`src/rtl/lsu_ctrl_if.sv`:
```
// Signal bundle around lsu_ctrl: EX request handshake, data-memory port and WB result handshake.
// master is the load/store unit itself; slave is the EX/memory/WB environment it talks to.
interface lsu_ctrl_if;
    logic        in_valid;
    logic        in_ready;
    logic        in_is_store;
    logic [1:0]  in_size;
    logic        in_unsigned;
    logic [63:0] in_addr;
    logic [63:0] in_wdata;

    logic [63:0] mem_addr;
    logic        mem_ce;
    logic        mem_we;
    logic [63:0] mem_wdata;
    logic [7:0]  mem_wmask;
    logic [63:0] mem_rdata;

    logic        out_valid;
    logic        out_ready;
    logic [63:0] out_rdata;
    logic        out_err;

    modport master (
        input  in_valid, in_is_store, in_size, in_unsigned, in_addr, in_wdata,
        input  mem_rdata, out_ready,
        output in_ready, mem_addr, mem_ce, mem_we, mem_wdata, mem_wmask,
        output out_valid, out_rdata, out_err
    );

    modport slave (
        output in_valid, in_is_store, in_size, in_unsigned, in_addr, in_wdata,
        output mem_rdata, out_ready,
        input  in_ready, mem_addr, mem_ce, mem_we, mem_wdata, mem_wmask,
        input  out_valid, out_rdata, out_err
    );
endinterface

```
`src/rtl/lsu_ctrl.sv`:
```
// Single-outstanding load/store controller in front of a combinational 64-bit data memory.
// Optional misaligned-access trap is enabled by defining LSU_MISALIGN_TRAP_EN.
module lsu_ctrl #(
    parameter int unsigned MEM_LAT = 2
) (
    input  logic       clk,
    input  logic       rst_n,
    lsu_ctrl_if.master bus
);

    typedef enum logic [1:0] {StIdle, StReq, StWait, StDone} state_e;

    state_e      state_q, state_d;
    logic        store_q, store_d;
    logic [1:0]  size_q, size_d;
    logic        uns_q, uns_d;
    logic [2:0]  off_q, off_d;
    logic [63:0] word_q, word_d;
    logic [3:0]  cnt_q, cnt_d;
    logic [63:0] addr_q, addr_d;
    logic [63:0] wdata_q, wdata_d;
    logic [7:0]  wmask_q, wmask_d;
    logic        ce_q, ce_d;
    logic        we_q, we_d;
    logic        valid_q, valid_d;
    logic [63:0] rdata_q, rdata_d;
`ifdef LSU_MISALIGN_TRAP_EN
    logic        err_q, err_d;
`endif

    function automatic logic [7:0] base_mask(input logic [1:0] size);
        logic [7:0] m;
        case (size)
            2'b00:   m = 8'h01;
            2'b01:   m = 8'h03;
            2'b10:   m = 8'h0f;
            default: m = 8'hff;
        endcase
        return m;
    endfunction

    // Bytes shifted past lane 7 fall off the top; missing upper bytes read as zero.
    function automatic logic [63:0] load_ext(input logic [63:0] word, input logic [2:0] off,
                                             input logic [1:0] size, input logic uns);
        logic [63:0] sh;
        logic [63:0] res;
        sh = word >> {off, 3'b000};
        case (size)
            2'b00:   res = uns ? {56'b0, sh[7:0]}  : {{56{sh[7]}},  sh[7:0]};
            2'b01:   res = uns ? {48'b0, sh[15:0]} : {{48{sh[15]}}, sh[15:0]};
            2'b10:   res = uns ? {32'b0, sh[31:0]} : {{32{sh[31]}}, sh[31:0]};
            default: res = sh;
        endcase
        return res;
    endfunction

`ifdef LSU_MISALIGN_TRAP_EN
    function automatic logic misaligned(input logic [1:0] size, input logic [2:0] off);
        logic m;
        case (size)
            2'b01:   m = off[0];
            2'b10:   m = |off[1:0];
            2'b11:   m = |off;
            default: m = 1'b0;
        endcase
        return m;
    endfunction
`endif

    always_comb begin
        state_d = state_q;
        store_d = store_q;
        size_d  = size_q;
        uns_d   = uns_q;
        off_d   = off_q;
        word_d  = word_q;
        cnt_d   = cnt_q;
        addr_d  = addr_q;
        wdata_d = wdata_q;
        wmask_d = wmask_q;
        ce_d    = ce_q;
        we_d    = we_q;
        valid_d = valid_q;
        rdata_d = rdata_q;
`ifdef LSU_MISALIGN_TRAP_EN
        err_d   = err_q;
`endif

        unique case (state_q)
            StIdle: begin
                if (bus.in_valid) begin
                    store_d = bus.in_is_store;
                    size_d  = bus.in_size;
                    uns_d   = bus.in_unsigned;
                    off_d   = bus.in_addr[2:0];
                    rdata_d = '0;
`ifdef LSU_MISALIGN_TRAP_EN
                    if (misaligned(bus.in_size, bus.in_addr[2:0])) begin
                        state_d = StDone;
                        valid_d = 1'b1;
                        err_d   = 1'b1;
                    end else
`endif
                    begin
                        state_d = StReq;
                        ce_d    = 1'b1;
                        we_d    = bus.in_is_store;
                        addr_d  = {bus.in_addr[63:3], 3'b000};
                        wmask_d = bus.in_is_store ? base_mask(bus.in_size) << bus.in_addr[2:0]
                                                  : 8'h00;
                        wdata_d = bus.in_is_store ? bus.in_wdata << {bus.in_addr[2:0], 3'b000}
                                                  : 64'h0;
                    end
                end
            end
            StReq: begin
                ce_d    = 1'b0;
                we_d    = 1'b0;
                wmask_d = 8'h00;
                if (!store_q) begin
                    word_d = bus.mem_rdata;
                end
                if (MEM_LAT == 0) begin
                    // No wait phase: extract straight from the live memory word.
                    state_d = StDone;
                    valid_d = 1'b1;
                    rdata_d = store_q ? 64'h0 : load_ext(bus.mem_rdata, off_q, size_q, uns_q);
                end else begin
                    state_d = StWait;
                    cnt_d   = 4'(MEM_LAT);
                end
            end
            StWait: begin
                cnt_d = cnt_q - 4'd1;
                if (cnt_q == 4'd1) begin
                    state_d = StDone;
                    valid_d = 1'b1;
                    rdata_d = store_q ? 64'h0 : load_ext(word_q, off_q, size_q, uns_q);
                end
            end
            StDone: begin
                if (bus.out_ready) begin
                    state_d = StIdle;
                    valid_d = 1'b0;
`ifdef LSU_MISALIGN_TRAP_EN
                    err_d   = 1'b0;
`endif
                end
            end
        endcase
    end

    always_ff @(posedge clk or negedge rst_n) begin
        if (!rst_n) begin
            state_q <= StIdle;
            store_q <= 1'b0;
            size_q  <= 2'b00;
            uns_q   <= 1'b0;
            off_q   <= 3'b000;
            word_q  <= 64'h0;
            cnt_q   <= 4'd0;
            addr_q  <= 64'h0;
            wdata_q <= 64'h0;
            wmask_q <= 8'h00;
            ce_q    <= 1'b0;
            we_q    <= 1'b0;
            valid_q <= 1'b0;
            rdata_q <= 64'h0;
`ifdef LSU_MISALIGN_TRAP_EN
            err_q   <= 1'b0;
`endif
        end else begin
            state_q <= state_d;
            store_q <= store_d;
            size_q  <= size_d;
            uns_q   <= uns_d;
            off_q   <= off_d;
            word_q  <= word_d;
            cnt_q   <= cnt_d;
            addr_q  <= addr_d;
            wdata_q <= wdata_d;
            wmask_q <= wmask_d;
            ce_q    <= ce_d;
            we_q    <= we_d;
            valid_q <= valid_d;
            rdata_q <= rdata_d;
`ifdef LSU_MISALIGN_TRAP_EN
            err_q   <= err_d;
`endif
        end
    end

    assign bus.in_ready  = (state_q == StIdle);
    assign bus.mem_addr  = addr_q;
    assign bus.mem_ce    = ce_q;
    assign bus.mem_we    = we_q;
    assign bus.mem_wdata = wdata_q;
    assign bus.mem_wmask = wmask_q;
    assign bus.out_valid = valid_q;
    assign bus.out_rdata = rdata_q;
`ifdef LSU_MISALIGN_TRAP_EN
    assign bus.out_err   = err_q;
`else
    assign bus.out_err   = 1'b0;
`endif

endmodule

```
`src/flat_wrapper.sv`:
```
// flat-port wrapper written by rule: the top's interface ports become plain ports
module lsu_ctrl_flat 
#(
    parameter int unsigned MEM_LAT = 2
)
  (clk, rst_n, bus_in_valid, bus_in_is_store, bus_in_size, bus_in_unsigned, bus_in_addr, bus_in_wdata, bus_mem_rdata, bus_out_ready, bus_in_ready, bus_mem_addr, bus_mem_ce, bus_mem_we, bus_mem_wdata, bus_mem_wmask, bus_out_valid, bus_out_rdata, bus_out_err);
  lsu_ctrl_if bus_i ();
  input  logic clk;
  input  logic rst_n;
  input wire logic [$bits(bus_i.in_valid)-1:0] bus_in_valid;
  input wire logic [$bits(bus_i.in_is_store)-1:0] bus_in_is_store;
  input wire logic [$bits(bus_i.in_size)-1:0] bus_in_size;
  input wire logic [$bits(bus_i.in_unsigned)-1:0] bus_in_unsigned;
  input wire logic [$bits(bus_i.in_addr)-1:0] bus_in_addr;
  input wire logic [$bits(bus_i.in_wdata)-1:0] bus_in_wdata;
  input wire logic [$bits(bus_i.mem_rdata)-1:0] bus_mem_rdata;
  input wire logic [$bits(bus_i.out_ready)-1:0] bus_out_ready;
  output wire logic [$bits(bus_i.in_ready)-1:0] bus_in_ready;
  output wire logic [$bits(bus_i.mem_addr)-1:0] bus_mem_addr;
  output wire logic [$bits(bus_i.mem_ce)-1:0] bus_mem_ce;
  output wire logic [$bits(bus_i.mem_we)-1:0] bus_mem_we;
  output wire logic [$bits(bus_i.mem_wdata)-1:0] bus_mem_wdata;
  output wire logic [$bits(bus_i.mem_wmask)-1:0] bus_mem_wmask;
  output wire logic [$bits(bus_i.out_valid)-1:0] bus_out_valid;
  output wire logic [$bits(bus_i.out_rdata)-1:0] bus_out_rdata;
  output wire logic [$bits(bus_i.out_err)-1:0] bus_out_err;
  assign bus_i.in_valid = bus_in_valid;
  assign bus_i.in_is_store = bus_in_is_store;
  assign bus_i.in_size = bus_in_size;
  assign bus_i.in_unsigned = bus_in_unsigned;
  assign bus_i.in_addr = bus_in_addr;
  assign bus_i.in_wdata = bus_in_wdata;
  assign bus_i.mem_rdata = bus_mem_rdata;
  assign bus_i.out_ready = bus_out_ready;
  assign bus_in_ready = bus_i.in_ready;
  assign bus_mem_addr = bus_i.mem_addr;
  assign bus_mem_ce = bus_i.mem_ce;
  assign bus_mem_we = bus_i.mem_we;
  assign bus_mem_wdata = bus_i.mem_wdata;
  assign bus_mem_wmask = bus_i.mem_wmask;
  assign bus_out_valid = bus_i.out_valid;
  assign bus_out_rdata = bus_i.out_rdata;
  assign bus_out_err = bus_i.out_err;
  lsu_ctrl #(.MEM_LAT(MEM_LAT)) u_core (.clk(clk), .rst_n(rst_n), .bus(bus_i));
endmodule
```
`config.mk`:
```
export PLATFORM = sky130hd
export DESIGN_NAME = lsu_ctrl_flat
export DESIGN_NICKNAME = d
export VERILOG_FILES = /design/src/rtl/lsu_ctrl_if.sv /design/src/rtl/lsu_ctrl.sv /design/src/flat_wrapper.sv
export SDC_FILE = /design/constraint.sdc
export NUM_CORES = 1
export LEC_CHECK = 0
export ABC_CLOCK_PERIOD_IN_PS = 7200
export CORE_MARGIN = 1.5
export CORE_UTILIZATION = 40
export DETAILED_ROUTE_END_ITERATION = 10
export PLACE_DENSITY = 0.69
export SLEW_MARGIN = 10
export SYNTH_ARGS = -nofsm -noshare
export SYNTH_HDL_FRONTEND = slang
export SYNTH_SLANG_ARGS = --single-unit
```
`constraint.sdc`:
```
create_clock -name clk -period 7.2 [get_ports clk]
set_clock_uncertainty 0.2 [all_clocks]
set_input_delay 1.44 -clock clk [delete_from_list [all_inputs] [get_ports clk]]
set_output_delay 1.44 -clock clk [all_outputs]
set_load 0.01 [all_outputs]
```
==> impl_metrics.json <==
{
  "hold_class": "flip-flop to flip-flop",
  "die_area_um2": 35900,
  "irDropWorstVdd_mv": 0.290,
  "synth_area_um2": 13900,
  "netlist.area_leader.share_pct": 49.8,
  "stdcell_area_um2": 19300,
  "synth-xor-area-share_pct": 0,
  "stdcell_count": 1989,
  "core_area_um2": 34400,
  "dpl_cell_area_um2": 18200,
  "synth_common_cells": "dfrtp_1 (277), nand2_1 (161), mux2_2 (142)",
  "min-delay-start": "u_core.bus.mem_wdata[44]$_DFFE_PN0P_",
  "gr-usage-all-layers_pct": 25.3,
  "area.growth.synth_to_final_pct": 38.8,
  "report.final.hold_viol_count": 0,
  "cts_resized": 0,
  "grt_pass1_wl_um": 69600,
  "ys_async_sr_fraction_pct": 100,
  "place.gp.congestion": 0.879,
  "dpl.hpwl_um": 33900,
  "drtAntennaViolNets": 0,
  "clk_pin_slew_worst_paths_ps": 60,
  "clk_path_buf_depth": 3,
  "synth_edf_count": 0,
  "drt_wl_total_um": 45900,
  "htreeDepth": 1,
  "rows": 68,
  "synth-adder-area-share_pct": 0.539,
  "outcome": "finished clean",
  "fin_util_pct": 56.2,
  "slowest_delay_ps": 670,
  "min_path_cells": 2,
  "max_clock_freq_mhz": 262,
  "synth_seq_cells": 277,
  "path_class": "flip-flop to output port",
  "synth-seq-area-share_pct": 49.8,
  "r2r_cells": 6,
  "synthTopCellsByArea": "dfrtp_1 (50%), mux2_2 (11%), mux4_2 (8.6%), mux2i_1 (5.7%), nand2_1 (4.3%)",
  "crit_fanout": 10,
  "tritoncts": "built",
  "die_w_um": 190,
  "drt-vias-per-instance": 5.62,
  "clk_latency_ps": 550,
  "synth_top_family_by_area": "multiplexers",
  "yosysWarnings": 0,
  "fin_crit_ps": 3820,
  "timing.rr.end": "u_core.bus.out_rdata[63]$_DFFE_PN0P_",
  "worst_pin_slew_ps": 1070,
  "placed_cells": 1930,
  "slew_headroom_pct": 28.9,
  "drt_iter0_drc": 980,
  "cts.sinks": 277,
  "yosysTopAreaCell": "dfrtp_1",
  "antenna_found_initial": 3,
  "yosysMostFrequentCell": "dfrtp_1",
  "nets": 1714,
  "cp.required_ps": 5560,
  "crit_path_end_kind": "output port",
  "synth_compound_area_share_pct": 13.1,
  "drive_gt1_share_pct": 19.5,
  "syn_inst": 1157,
  "ioPinCount": 405,
  "cp_slowest_cell": "clkdlybuf4s50_1",
  "powerDensity_nw_per_um2": 407,
  "critPathLaunchType": "flip-flop",
  "cts_made_buffers": 31,
  "fp.dieH_um": 190,
  "power.total_mw": 7.86,
  "rsz0062_at_grt": "false",
  "muxShareOfSynthArea_pct": 25.8,
  "start_util_pct": 40.5,
  "grt_max_degree": 174,
  "yosysUniqueCellTypes": 50,
  "arrival_ps": 2180,
  "worstPathCellList": "inv_1 > ha_1 > clkdlybuf4s50_1",
  "postCtsSetupBuffers": 0,
  "firstDrtPassIters": 5,
  "port_buffers": 400,
  "setup_violations": 0,
  "timing.rr.start": "u_core.off_q[0]$_DFFE_PN0P_",
  "hold_path_end": "u_core.bus.mem_wdata[44]$_DFFE_PN0P_",
  "grt_pass1_vias": 11182,
  "nFillCells": 2922,
  "cellLeakagePower_nw": 8.06,
  "fin_setup_tns_ps": 0,
  "yosys.area_share.simple_pct": 7.14,
  "slew_viol_final": 0,
  "ctsHoldBuffers": 0,
  "period_share_pct": 53.1,
  "root_buffer": "clkbuf_16",
  "ys.flop_type": "dfrtp_1",
  "avgRoutedWirePerCell_um": 23.1,
  "cap_viol_max_count": 0,
  "drc": 0,
  "overflow": 0,
  "r2r_setup_slack_ps": 4020,
  "syn_area_per_cell_um2": 12.0,
  "vias": 11170
}
## area by class of cell
class / count / area (um^2) / share of cell area [%]
Clock inverter: 7 / 163 / 0.842
Inverter: 11 / 41.3 / 0.214
Antenna cell: 2 / 5.00 / 0.0259
Clock buffer: 50 / 967 / 5.01
Timing Repair Buffer: 412 / 4100 / 21.2
Sequential cell: 277 / 6940 / 35.9
Multi-Input combinational cell: 775 / 6530 / 33.8
Tap cell: 455 / 569 / 2.95
## placed cells by master, fill, tap and decap left out, types with 3 or more instances in the layout
cell type	netlist	final
nor2_1	28	27
bufinv_16	0	5
nor3_1	6	6
and3_1	3	3
conb_1	1	4
o21ai_0	73	73
o211ai_1	8	8
ha_1	6	6
o221ai_1	16	16
a211oi_1	16	16
dfrtp_1	277	276
a21oi_1	35	35
a31oi_1	10	10
clkbuf_8	0	12
o22ai_1	3	3
mux2i_1	79	79
o31ai_2	20	20
nand2_1	161	160
nand2b_1	4	4
nor2b_1	14	13
inv_1	9	9
mux2_2	142	142
clkbuf_1	57	7
a22oi_1	18	18
buf_4	8	12
nand3_1	6	5
clkdlybuf4s50_1	0	397
o31ai_1	3	3
a22o_1	37	37
clkbuf_16	0	31
o21ai_1	11	10
mux4_2	53	53
## flip-flops by register name (all words and copies together) (netlist names)
name,flops
u_core.bus.out_valid,1
u_core.cnt_q,4
u_core.store_q,1
u_core.bus.mem_wmask,8
u_core.bus.mem_addr,61
u_core.bus.out_rdata,64
u_core.bus.mem_wdata,64
u_core.off_q,3
u_core.bus.mem_ce,1
u_core.word_q,64
u_core.size_q,2
u_core.state_q,2
u_core.bus.mem_we,1
u_core.uns_q,1
## critical path: cells and delay by family, from the launching register on
kind / cells / cell delay (ps)
adder cells (fa/ha/maj): 1 / 460
buffers and inverters: 2 / 770
flip-flops: 1 / 410
## stage by stage
stage	hold WS, ps	setup WS, ps
finish	273	3380
global route	307	3250
CTS	276	3360
detailed placement	265	3010
global placement	253	3060
floorplan	270	4130
## worst max path at each step
| stage | from | endpoint | slack [ps] | cells after the start |
|---|---|---|---|---|
| after floorplan | bus_in_addr[1] | u_core.bus.mem_wdata[40]$_DFFE_PN0P_ | 4130 | 6 |
| after global placement | bus_in_valid | u_core.bus.mem_addr[47]$_DFFE_PN0P_ | 3060 | 4 |
| after detailed placement | bus_in_valid | u_core.bus.mem_addr[47]$_DFFE_PN0P_ | 3010 | 4 |
| after CTS | u_core.state_q[0]$_DFFE_PN0P_ | bus_in_ready | 3360 | 3 |
| after global routing | u_core.state_q[0]$_DFFE_PN0P_ | bus_in_ready | 3250 | 3 |
| final | u_core.state_q[0]$_DFFE_PN0P_ | bus_in_ready | 3380 | 3 |
## metal layers
metal / vias up / share of wire, % / track usage, %
li1: 4944 / - / -
met1: 5569 / 41 / 34.3
met2: 572 / 47 / 40.2
met3: 83 / 8.4 / 5.28
met4: 2 / 3.8 / 9.19
met5: - / 0.017 / 0
## report_power, final
group	leakage (nW)	total, mW	switching [mW]	internal [mW]
Clock	0.551	1.73	0.640	1.09
Sequential	3.53	2.70	0.591	2.11
Combinational	3.98	3.43	1.68	1.75
Total	8.06	7.86	2.91	4.95
## kinds of logic after synthesis
| group | Yosys count |
|---|---|
| mux | 274 |
| flops | 277 |
| simple gates | 231 |
| fa+ha+maj | 6 |
| buf+inv | 108 |
| other cells | 1 |
| compound gates | 260 |
No activity file was read; power rests on OpenSTA's default activity.
==> patch, RTL diff (config.mk and constraints unchanged) <==
Build with the macro `LSU_MISALIGN_TRAP_EN` defined.
--- a/src/rtl/lsu_ctrl.sv
+++ b/src/rtl/lsu_ctrl.sv
@@ -1,5 +1,7 @@
 // Single-outstanding load/store controller in front of a combinational 64-bit data memory.
 // Optional misaligned-access trap is enabled by defining LSU_MISALIGN_TRAP_EN.
+`define LSU_MISALIGN_TRAP_EN
+
 module lsu_ctrl #(
     parameter int unsigned MEM_LAT = 2
 ) (
Behaviour: not the same (Yosys sat finds a counterexample within 4 cycles, from zero or initial values and one cycle with rst_n low).
==> patch against the unedited design <==
- power down 0.24%
- design area up 1.7%
- non-clock buffer count up 3
- clock power down 2%
- sequential cell count up 1
- synthesized area up 2.7%
- setup slack worse by 0.28 ns
- wire length up 5.5%
- combinational power up 1%
- critical endpoint unchanged
- highest routed layer is now met4
==> patch: results (changes against the unedited design) <==
post-detail-place hpwl=35000 µm (was 33900 µm); run status=complete, no violations (unchanged); Max VDD drop=0.243 mV (was 0.290 mV); sequential-to-total area share from yosys stat=48.7% (was 49.8%); Slew @ Worst Pin=1.26 ns (was 1.07 ns); flop-to-flop setup slack=3.53 ns (was 4.02 ns); top cells by area in the synthesized netlist=dfrtp_1 49%, nand2_1 9.7%, mux2_2 7.9%, mux2i_1 5.0%, mux4_2 3.8% (was dfrtp_1 50%, mux2_2 11%, mux4_2 8.6%, mux2i_1 5.7%, nand2_1 4.3%); number of filler instances in the final layout=3158 (was 2922); layout cells sized above 1=13.7% (was 19.5%); switching pwr=2990 µW (was 2910 µW); largest net degree at the start of global routing=175 (was 174); placement-stage worst setup slack=2.62 ns (was 3.01 ns); count of nets after finishing=1983 (was 1714); cell types with the highest counts after synthesis=370 x nand2_1, 278 x dfrtp_1, 100 x mux2_2 (was 277 x dfrtp_1, 161 x nand2_1, 142 x mux2_2); arrival time of the worst setup path=2.46 ns (was 2.18 ns); Synth Instances=1441 (was 1157); Largest stage delay, worst path=0.71 ns (was 0.67 ns); detailed-route wire length per cell=21.4 µm (was 23.1 µm); detailed router's first-iteration violation count=814 (was 980); fin crit share=57.0% (was 53.1%); final RePlAce weighted congestion=0.953 (was 0.879); count of cell types in the netlist=57 (was 50); initial antenna violation count=2 (was 3); post-detailed-placement cell area=18500 µm² (was 18200 µm²); I/O Buffers=401 (was 400); TritonCTS Buffers=31 (unchanged); first-pass GRT wire length=73300 µm (was 69600 µm); Total Routing Usage GR=25.8% (was 25.3%); highest net fanout along the worst path=20 (was 10); Static Leakage=0.00857 µW (was 0.00806 µW); total iterations of the first detailed-routing run=7 (was 5); vias per std cell=5.53 (was 5.62)
## patch: changes by cell type in the layout (fill, tap and decap cells not counted), sizes merged, moves of 27 or more
cell	before	now
o21ai	84	116
a211oi	17	44
mux2	142	102
mux4	53	24
nand2	161	370
nor2	30	61
## patch: metal layers
layer	vias to the layer above	routed length, µm	global-route usage (%)
met2	568	24200	44.8
met5	-	0	0
met3	83	3890	4.99
met4	0	1590	7.93
met1	6136	18700	32.4
li1	5735	-	-
## patch: worst max-delay path: cells and delay by family (launching register included)
kind / cells / cell delay, ns
buffers and inverters: 2 / 0.83
adders and majority gates: 1 / 0.61
DFF: 1 / 0.44
## patch: final cells by class
class | instances | area (µm²) | share of cell area [%]
flip-flops and latches | 278 | 6960 | 35.4
diodes | 2 | 5.00 | 0.0255
repair buffers | 415 | 4140 | 21.1
multi-input cells | 1035 | 6800 | 34.6
inverters | 15 | 56.3 | 0.287
clock buffers | 36 | 835 | 4.25
clock inverters | 22 | 262 | 1.33
well taps | 461 | 577 | 2.94
## patch: logic make-up after synthesis
family,share of synthesized area [%]
DFF,48.7
buffers and inverters,3.89
AOI/OAI and AO/OA,15.6
adders and majority gates,0.613
other,0.0262
muxes,16.8
and+or+nand+nor,14.4
## patch: final timing paths
kind,cells past startpoint,endpoint,from
min reg2reg,2,u_core.bus.mem_addr[14],u_core.bus.mem_addr[14]
max reg2reg,7,u_core.bus.out_rdata[49],u_core.off_q[0]
max in group asynchronous,2,u_core.bus.out_rdata[40],rst_n
min in group asynchronous,1,u_core.word_q[6],rst_n
min,2,u_core.bus.mem_addr[14],u_core.bus.mem_addr[14]
max,3,bus_in_ready,u_core.state_q[1]
## patch: power by group through the flow
stage          clock, µW  combinational, µW  sequential (µW)
6_report            1690               3480             2660
5_1_grt             1790               3770             2730
4_1_cts             1730               3500             2660
3_5_place_dp           0               3480             2670
3_3_place_gp           0               3440             2660
2_1_floorplan          0               1910             2660
## patch: metrics by stage
| stage | power [µW] | cells | hold slack (ns) |
|---|---|---|---|
| 4_1_cts | 7880 | 2262 | 0.276 |
| 6_report | 7840 | 2264 | 0.271 |
| 3_5_place_dp | 6150 | 2204 | 0.259 |
| 5_1_grt | 8290 | 2264 | 0.287 |
| 3_3_place_gp | 6100 | 2204 | 0.253 |
| 2_1_floorplan | 4570 | 1443 | 0.276 |
